**src/rtl/driver_scan_controller_pkg.sv**
```systemverilog
// rtl/driver_scan_controller_pkg.sv - shared types and constants for the driver scan controller
// Contents:
//   scan_state_e          scan sequencer FSM states
//   DEF_PIPE_LATENCY      default select-to-output latency of the downstream sequencer
//   DEF_MEM_TOP           default highest legal memory word address
//   *_LO / *_HI           memory region bounds (active dots, select words, dot words)
package driver_scan_controller_pkg;

  typedef enum logic [1:0] {
    ST_IDLE   = 2'd0,
    ST_SETTLE = 2'd1,
    ST_DRIVE  = 2'd2
  } scan_state_e;

  localparam int DEF_PIPE_LATENCY = 2;

  localparam int ACTIVE_LO = 0;
  localparam int ACTIVE_HI = 143;
  localparam int SELECT_LO = 144;
  localparam int SELECT_HI = 191;
  localparam int DOT_LO    = 192;
  localparam int DOT_HI    = 194;

  // Anything above the dot region is outside the sequencer memory map.
  localparam int DEF_MEM_TOP = DOT_HI;

endpackage

```
**src/rtl/driver_scan_counter.sv**
```systemverilog
// rtl/driver_scan_counter.sv - row/column dot counter with wrap and last-dot flag
// Ports:
//   clock, reset_n   rising-edge clock, asynchronous active-low reset
//   clear            load row/col 0,0 (takes priority over advance)
//   advance          step to the next dot (col first, row on col wrap)
//   row, col         current dot index
//   last_dot         high when row and col are both MEM_LENGTH-1
module driver_scan_counter #(
  parameter int MEM_LENGTH = 48,
  parameter int IDX_W      = 6
) (
  input  logic             clock,
  input  logic             reset_n,
  input  logic             clear,
  input  logic             advance,
  output logic [IDX_W-1:0] row,
  output logic [IDX_W-1:0] col,
  output logic             last_dot
);

  localparam logic [IDX_W-1:0] LAST_IDX = IDX_W'(MEM_LENGTH - 1);

  always_ff @(posedge clock or negedge reset_n) begin
    if (!reset_n) begin
      row <= '0;
      col <= '0;
    end else if (clear) begin
      row <= '0;
      col <= '0;
    end else if (advance) begin
      if (col == LAST_IDX) begin
        col <= '0;
        // Advancing past the last dot rolls the whole array back to 0,0.
        row <= (row == LAST_IDX) ? '0 : row + 1'b1;
      end else begin
        col <= col + 1'b1;
      end
    end
  end

  assign last_dot = (row == LAST_IDX) && (col == LAST_IDX);

endmodule

```
**src/rtl/driver_scan_controller.sv**
```systemverilog
// rtl/driver_scan_controller.sv - dot-matrix driver scan sequencer with host memory-load port
// Ports:
//   clock, reset_n                  rising-edge clock, asynchronous active-low reset
//   enable, continuous              run scanning / restart after each frame
//   dwell_cycles                    drive cycles per phase (0 treated as 1)
//   host_wr_valid/ready/addr/data   host memory-load handshake (ready tied high)
//   mem_address, mem_write_n,
//   data_in                         sequencer write port (mem_write_n is an active-high strobe)
//   row_select, col_select          current dot
//   row_col_select                  0 row phase, 1 column phase
//   drive_valid                     sequencer outputs valid this cycle
//   busy                            scan FSM not idle
//   frame_done                      one-cycle pulse at the end of the last dot
//   wr_err                          one-cycle pulse for a write above MEM_TOP
module driver_scan_controller
  import driver_scan_controller_pkg::*;
#(
  parameter int MEM_LENGTH         = 48,
  parameter int MEM_ADDRESS_LENGTH = 6,
  parameter int DWELL_WIDTH        = 8,
  parameter int PIPE_LATENCY       = DEF_PIPE_LATENCY,
  parameter int MEM_TOP            = DEF_MEM_TOP
) (
  input  logic                            clock,
  input  logic                            reset_n,
  input  logic                            enable,
  input  logic                            continuous,
  input  logic [DWELL_WIDTH-1:0]          dwell_cycles,
  input  logic                            host_wr_valid,
  output logic                            host_wr_ready,
  input  logic [2*MEM_ADDRESS_LENGTH-1:0] host_wr_addr,
  input  logic [15:0]                     host_wr_data,
  output logic [2*MEM_ADDRESS_LENGTH-1:0] mem_address,
  output logic                            mem_write_n,
  output logic [15:0]                     data_in,
  output logic [MEM_ADDRESS_LENGTH-1:0]   row_select,
  output logic [MEM_ADDRESS_LENGTH-1:0]   col_select,
  output logic                            row_col_select,
  output logic                            drive_valid,
  output logic                            busy,
  output logic                            frame_done,
  output logic                            wr_err
);

  localparam int ADDR_W = 2 * MEM_ADDRESS_LENGTH;

  // Phase counters count down to zero, so SETTLE loads latency-1 and DRIVE loads dwell-1.
  localparam logic [DWELL_WIDTH-1:0] SETTLE_INIT = DWELL_WIDTH'(PIPE_LATENCY - 1);
  localparam logic [ADDR_W-1:0]      TOP_ADDR    = ADDR_W'(MEM_TOP);

  scan_state_e            state_q, state_d;
  logic                   phase_q, phase_d;
  logic [DWELL_WIDTH-1:0] cnt_q, cnt_d;
  logic [DWELL_WIDTH-1:0] dwell_q, dwell_d;
  logic [DWELL_WIDTH-1:0] eff_dwell;
  logic                   cnt_clear;
  logic                   cnt_advance;
  logic                   frame_done_d;
  logic                   last_dot;

  assign eff_dwell = (dwell_cycles == '0) ? DWELL_WIDTH'(1) : dwell_cycles;

  // ------------------------------------------------------------------
  // Scan FSM: state register
  // ------------------------------------------------------------------
  always_ff @(posedge clock or negedge reset_n) begin
    if (!reset_n) begin
      state_q     <= ST_IDLE;
      phase_q     <= 1'b0;
      cnt_q       <= '0;
      dwell_q     <= '0;
      drive_valid <= 1'b0;
      busy        <= 1'b0;
      frame_done  <= 1'b0;
    end else begin
      state_q     <= state_d;
      phase_q     <= phase_d;
      cnt_q       <= cnt_d;
      dwell_q     <= dwell_d;
      // Status outputs are registered from the next state so they line up with it.
      drive_valid <= (state_d == ST_DRIVE);
      busy        <= (state_d != ST_IDLE);
      frame_done  <= frame_done_d;
    end
  end

  // ------------------------------------------------------------------
  // Scan FSM: next state
  // ------------------------------------------------------------------
  always_comb begin
    state_d      = state_q;
    phase_d      = phase_q;
    cnt_d        = cnt_q;
    dwell_d      = dwell_q;
    cnt_clear    = 1'b0;
    cnt_advance  = 1'b0;
    frame_done_d = 1'b0;

    unique case (state_q)
      ST_IDLE: begin
        if (enable) begin
          state_d   = ST_SETTLE;
          phase_d   = 1'b0;
          cnt_clear = 1'b1;
          cnt_d     = SETTLE_INIT;
          dwell_d   = eff_dwell;
        end
      end

      ST_SETTLE: begin
        if (!enable) begin
          state_d = ST_IDLE;
          cnt_d   = '0;
        end else if (cnt_q == '0) begin
          state_d = ST_DRIVE;
          cnt_d   = dwell_q - 1'b1;
        end else begin
          cnt_d = cnt_q - 1'b1;
        end
      end

      ST_DRIVE: begin
        if (!enable) begin
          state_d = ST_IDLE;
          cnt_d   = '0;
        end else if (cnt_q == '0) begin
          state_d = ST_SETTLE;
          cnt_d   = SETTLE_INIT;
          dwell_d = eff_dwell;
          if (!phase_q) begin
            phase_d = 1'b1;
          end else begin
            phase_d = 1'b0;
            if (last_dot) begin
              frame_done_d = 1'b1;
              if (continuous) begin
                cnt_advance = 1'b1;
              end else begin
                // Stopping after a frame leaves the selects on the last dot.
                state_d = ST_IDLE;
                cnt_d   = '0;
              end
            end else begin
              cnt_advance = 1'b1;
            end
          end
        end else begin
          cnt_d = cnt_q - 1'b1;
        end
      end

      default: begin
        state_d = ST_IDLE;
        cnt_d   = '0;
      end
    endcase
  end

  driver_scan_counter #(
    .MEM_LENGTH (MEM_LENGTH),
    .IDX_W      (MEM_ADDRESS_LENGTH)
  ) u_counter (
    .clock    (clock),
    .reset_n  (reset_n),
    .clear    (cnt_clear),
    .advance  (cnt_advance),
    .row      (row_select),
    .col      (col_select),
    .last_dot (last_dot)
  );

  assign row_col_select = phase_q;

  // ------------------------------------------------------------------
  // Host write path: always ready, one strobe cycle per legal write
  // ------------------------------------------------------------------
  assign host_wr_ready = 1'b1;

  logic wr_accept;
  logic wr_legal;

  assign wr_accept = host_wr_valid && host_wr_ready;
  assign wr_legal  = (host_wr_addr <= TOP_ADDR);

  always_ff @(posedge clock or negedge reset_n) begin
    if (!reset_n) begin
      mem_address <= '0;
      data_in     <= '0;
      mem_write_n <= 1'b0;
      wr_err      <= 1'b0;
    end else begin
      mem_write_n <= wr_accept && wr_legal;
      wr_err      <= wr_accept && !wr_legal;
      // Address/data only move on a legal write so a dropped one cannot disturb them.
      if (wr_accept && wr_legal) begin
        mem_address <= host_wr_addr;
        data_in     <= host_wr_data;
      end
    end
  end

endmodule

```
**config.mk**
```make
export PLATFORM = sky130hd
export DESIGN_NAME = driver_scan_controller
export DESIGN_NICKNAME = d
export VERILOG_FILES = /design/src/rtl/driver_scan_controller_pkg.sv /design/src/rtl/driver_scan_counter.sv /design/src/rtl/driver_scan_controller.sv
export SDC_FILE = /design/constraint.sdc
export NUM_CORES = 1
export LEC_CHECK = 0
export CAP_MARGIN = 25
export CORE_ASPECT_RATIO = 1.2
export CORE_MARGIN = 10
export CORE_UTILIZATION = 52
export CTS_CLUSTER_DIAMETER = 30
export DETAILED_ROUTE_END_ITERATION = 8
export GPL_ROUTABILITY_DRIVEN = 1
export HOLD_SLACK_MARGIN = 0.03
export PLACE_DENSITY = 0.92
export SLEW_MARGIN = 25
export SYNTH_ARGS = -nofsm -noshare
export SYNTH_HDL_FRONTEND = slang
export SYNTH_SLANG_ARGS = --single-unit
export TNS_END_PERCENT = 30
```
**constraint.sdc**
```tcl
create_clock -name clock -period 5.05 [get_ports clock]
set_input_delay 1.2625 -clock clock [delete_from_list [all_inputs] [get_ports clock]]
set_output_delay 1.2625 -clock clock [all_outputs]
set_load 0.02 [all_outputs]
```
# Word-level counts from Yosys, hierarchy flattened
# Index checks and enable logic that the tools add are counted.
classes:
  n_eq_ne: 8
  add_sub_neg: 4
  n_lt_le_gt_ge: 1
  n_reduce_logical: 13
  n_mux: 48
ops:
  columns: ["operator", "count"]
  rows:
  - ["$mux 8", 9]
  - ["$mux 6", 7]
  - ["$pmux 8 s3", 1]
  - ["$mux 1", 23]
  - ["$logic_not 8->1", 2]
  - ["$pmux 8 s2", 1]
  - ["$sub 8x1->8 const B", 2]
  - ["$add 6x1->6 const B", 2]
  - ["$eq 6x6->1 const B", 2]
  - ["$le 12x8->1 const B", 1]
  - ["$mux 2", 5]
  - ["$reduce_bool 2->1", 4]
  - ["$ne 2x2->1 const B", 3]
  - ["$pmux 2 s3", 1]
  - ["$eq 2x2->1 const B", 2]
  - ["$reduce_and 4->1", 1]
  - ["$logic_and 1x1->1", 3]
  - ["$eq 2x1->1 const B", 1]
  - ["$logic_not 2->1", 1]
  - ["$pmux 1 s2", 1]
  - ["$reduce_and 2->1", 1]
  - ["$logic_not 1->1", 1]
word_totals:
  output_inout_bits: 47
  register_bits: 64
  wordCells: 87

# Logic depth before layout (Yosys ltp)
depth:
  word_depth: 9
  depth_mapped: 8
  ltp_nobuf: 6

# By module
# Synthesis repeated with hierarchy kept, for this count alone.
hier_totals:
  hier_cells: 281
  hier_area_um2: 3143.0
by_module_without_submodules:
  columns: ["mod", "instances", "cells_per_inst", "seq_area_each_um2", "area_each_um2"]
  rows:
  - ["driver_scan_controller", 1, 208, 1301.2, 2476.1]
  - ["driver_scan_counter", 1, 73, 300.3, 666.9]

# Least setup slack after synthesis
# Ideal clock, no wire load.
synth_path:
  path_kind: "input to register"
  startpoint: "input host_wr_addr[11]"
  endpoint: "register data_in[15]"
  path_slack_ps: 2048
  t_arrival_ps: 2877
  n_path_buf: 2
  stages: 5
  setup_time_ps: 125
  t_required_ps: 4925
  path_cell_list: "or4_1 -> a311oi_1 -> buf_2 -> buf_2 -> mux2_2"
synth_between:
  elab_chain_cells: 2
synth_lines:
  columns: ["element", "line_no", "source"]
  rows:
  - ["start, declared", "driver_scan_controller.sv:31", "input logic [2*MEM_ADDRESS_LENGTH-1:0] host_wr_addr,"]
  - ["$le 12x8->1", "driver_scan_controller.sv:183", "assign wr_legal = (host_wr_addr <= TOP_ADDR);"]
  - ["$logic_and 1x1->1", "driver_scan_controller.sv:195", "if (wr_accept && wr_legal) begin"]
  - ["end signal, assigned", "driver_scan_controller.sv:197", "data_in <= host_wr_data;"]
  - ["end, declared", "driver_scan_controller.sv:35", "output logic [15:0] data_in,"]
# No other way between the ends.
# A chain may end at the register's enable or synchronous reset.

# Worst setup path in the final report
layout_path:
  startpoint: "input host_wr_addr[3]"
  endpoint: "register data_in[13]"
# Same word-level chain as after synthesis.

==> impl_metrics.yaml <==
clock_network:
  cts_buffer_depth: 2
  insertion_delay_ps: 330
  cts_resized: 0
  hold_buffers: 0
  path_clk_slew_ps: 80
  cts_tree: "done"
  clock-sinks: 64
  cts_setup_buffers: 0
  htreeDepth: 3
  cts_buffers: 9
  root_buffer: "clkbuf_8"
worst_setup_path:
  crit_family: "buffers and inverters"
  crit_path_end_kind: "register"
  crit_fanout: 21
  worst-path-buf-inv: 2
  crit_type: "input port to register"
  cp_slowest_cell: "a311oi_4"
  cp-start-kind: "input port"
  path_cells: "clkdlybuf4s50_1 -> nor4_1 -> nand2_1 -> a311oi_4 -> buf_4 -> mux2_2"
  crit_required_ps: 5270
  cp_data_arrival_time_ps: 3560
  cp_slowest_stage_delay_ps: 580
route:
  drc: 0
  vias_per_cell: 5.67
  dr.pass1.iters: 4
  wl_per_cell_um: 17.6
  finalWirelength_um: 7960
  ant_nets: 0
  drt_iter0_markers: 133
  vias: 2568
logic_synthesis:
  synth_fa_ha_area_share_pct: 2.00
  synth_top_area_share_pct: 51.3
  synth_compound_area_share_pct: 13.0
  synthDistinctLibCells: 54
  async_flop_share_pct: 100
  yosysWarningCount: 0
  synth-seq-cells: 64
  synth_area_um2: 3120
  yosys.area.top_type: "dfrtp_1"
  syn_nets: 328
  yosys.area_share.simple_pct: 16.7
  yosysSeqAreaShare_pct: 51.3
  ys.flop_type: "dfrtp_1"
  synthXorXnorAreaFrac_pct: 1.96
  synth_area_leaders: "dfrtp_1 (51%), mux2_2 (11%), nand2_1 (2.3%)"
  syn-instance-count: 282
  synth-edff-count: 0
  synthMuxAreaShare_pct: 12.1
  syn_area_per_cell_um2: 11.1
  synth_top_family_by_area: "simple AND/OR/NAND/NOR gates"
layout:
  n_fill_cell: 412
  layout_common_cells: "clkdlybuf4s50_1 (85), dfrtp_1 (64), mux2_2 (31)"
  diodes: 0
  area_growth_syn_to_layout_pct: 37.9
  fin_nets: 414
  layout_commonest_cell: "clkdlybuf4s50_1"
  drive_above_1_share_pct: 15.8
place:
  place_ws_ps: 1350
  place_congestion: 0.889
  hpwl_um: 5960
  numPortBuffers: 86
floorplan:
  die_width_um: 90.8
  placement_rows: 30
  core_area_um2: 5740
  io_pins: 88
  die_h_um: 105
  initial_core_util_pct: 54.4
  die_area_um2: 9520
grt:
  antenna_found_initial: 0
  grt_usage_pct: 16.8
  grt_pass1_vias: 2632
  grt_max_degree: 42
  grt_first_pass_wirelength_um: 13400
  grt_overflow: 0
timing:
  slew_violations: 0
  max_freq_mhz: 299
  fin_crit_ps: 3350
  slew_headroom_pct: 38.9
  tightest_slew_ps: 917
  setup_viol: 0
  setup_ws_ps: 1700
  tns_ps: 0
  hold_violations: 0
  grt_setup_unrepaired: "false"
  fin_worst_skew_ps: 6.31
  period_share_pct: 66.3
pwr:
  combPwrFrac_pct: 32.6
  total_leakage_power_nw: 1.80
  ir_drop_mv: 0.297
  power_frac_seq_pct: 38.7
  p_per_area_nw_per_um2: 440
  intPower_mw: 1.26
  switchingPower_mw: 0.635
  pwr-share-clk_pct: 28.7
  sw_frac_of_total_pct: 33.5
flow_run:
  drv_cap: 0
min_path:
  hp-class: "register to register"
status:
  outcome: "completed"
[stage by stage]
| step | instances | instance area [µm²] | total power, mW | util (%) | hold slack (ps) |
|---|---|---|---|---|---|
| after floorplan | 282 | 3120 | 1.12 | - | 479 |
| after global placement | 437 | 4060 | 1.32 | 70.6 | 483 |
| after detailed placement | 437 | 4060 | 1.35 | 70.6 | 493 |
| after CTS | 453 | 4310 | 1.91 | 75.0 | 513 |
| after global routing | 453 | 4310 | 2.01 | 75.0 | 529 |
| final | 453 | 4310 | 1.90 | 75.0 | 510 |
[state kept, by name (all words and copies together), names as in the netlist]
signal	cells
state_q	2
frame_done	1
data_in	16
mem_address	12
dwell_q	8
busy	1
u_counter.col	6
wr_err	1
u_counter.row	6
mem_write_n	1
drive_valid	1
cnt_q	8
row_col_select	1
[power groups by stage]
| stage | Clock (mW) | Sequential (mW) | Combinational [mW] |
|---|---|---|---|
| finish | 0.545 | 0.735 | 0.618 |
| global route | 0.580 | 0.750 | 0.679 |
| CTS | 0.554 | 0.731 | 0.622 |
| detailed placement | 0 | 0.739 | 0.614 |
| global placement | 0 | 0.732 | 0.593 |
| floorplan | 0 | 0.769 | 0.347 |
[kinds of logic (layout without fill, tap and decap cells)]
logic type               after synthesis  count (layout)
other                                  1               1
multiplexers                          34              34
AND/OR/NAND/NOR                       92              92
adder cells (fa/ha/maj)                5               5
buffers and inverters                 21             112
XOR/XNOR                               7               7
AO/OA/AOI/OAI                         58              58
flip-flops                            64              64
[area by class of cell]
cell class                 instances  area [µm²]  area share [%]
clock buffer                      10         138            3.19
timing repair buffer              88         871            20.2
sequential                        64        1600            37.2
multi-input combinational        197        1450            33.7
tap                               80         100            2.32
clock inverter                     6         115            2.67
inverter                           8        30.0           0.697
[per-layer routing]
| layer | track usage (%) | wire length (µm) |
|---|---|---|
| met2 | 29.2 | 4230 |
| met3 | 5.44 | 468 |
| met5 | 0 | 0 |
| met1 | 18.8 | 3170 |
| met4 | 5.92 | 97 |
[worst register-to-register path, cell delays in order (launching register included)]
cell and delay, ps:
dfrtp_1 390, inv_1 140, ha_1 180, or3b_2 530, or4_4 650, or3_1 370
o221a_1 210
[cells in the mapped netlist, types with 4 or more instances]
| library cell | instances |
|---|---|
| a211oi_1 | 6 |
| a21oi_1 | 12 |
| and3_1 | 4 |
| buf_2 | 4 |
| clkbuf_1 | 8 |
| dfrtp_1 | 64 |
| ha_1 | 5 |
| inv_1 | 8 |
| mux2_2 | 31 |
| nand2_1 | 19 |
| nand2b_1 | 5 |
| nand3_1 | 8 |
| nor2_1 | 9 |
| nor2b_1 | 6 |
| nor3_1 | 7 |
| nor4_1 | 6 |
| o21ai_0 | 8 |
| o31ai_1 | 4 |
| or3_1 | 7 |
| or4_1 | 5 |
| xor2_1 | 4 |
[worst paths after layout]
path / from / endpoint / slack, ps / depth (start not counted)
min in group asynchronous: reset_n / mem_address[3]$_DFFE_PN0P_ / 1060 / 1
max: host_wr_addr[3] / data_in[13]$_DFFE_PN0P_ / 1700 / 6
max in group asynchronous: reset_n / u_counter.col[1]$_DFFE_PN0P_ / 3130 / 2
min reg2reg: data_in[0]$_DFFE_PN0P_ / data_in[0]$_DFFE_PN0P_ / 510 / 1
min: data_in[0]$_DFFE_PN0P_ / data_in[0]$_DFFE_PN0P_ / 510 / 1
max reg2reg: cnt_q[0]$_DFFE_PN0N_ / u_counter.row[5]$_DFFE_PN0P_ / 2470 / 6
No activity file was read; power rests on OpenSTA's default activity.
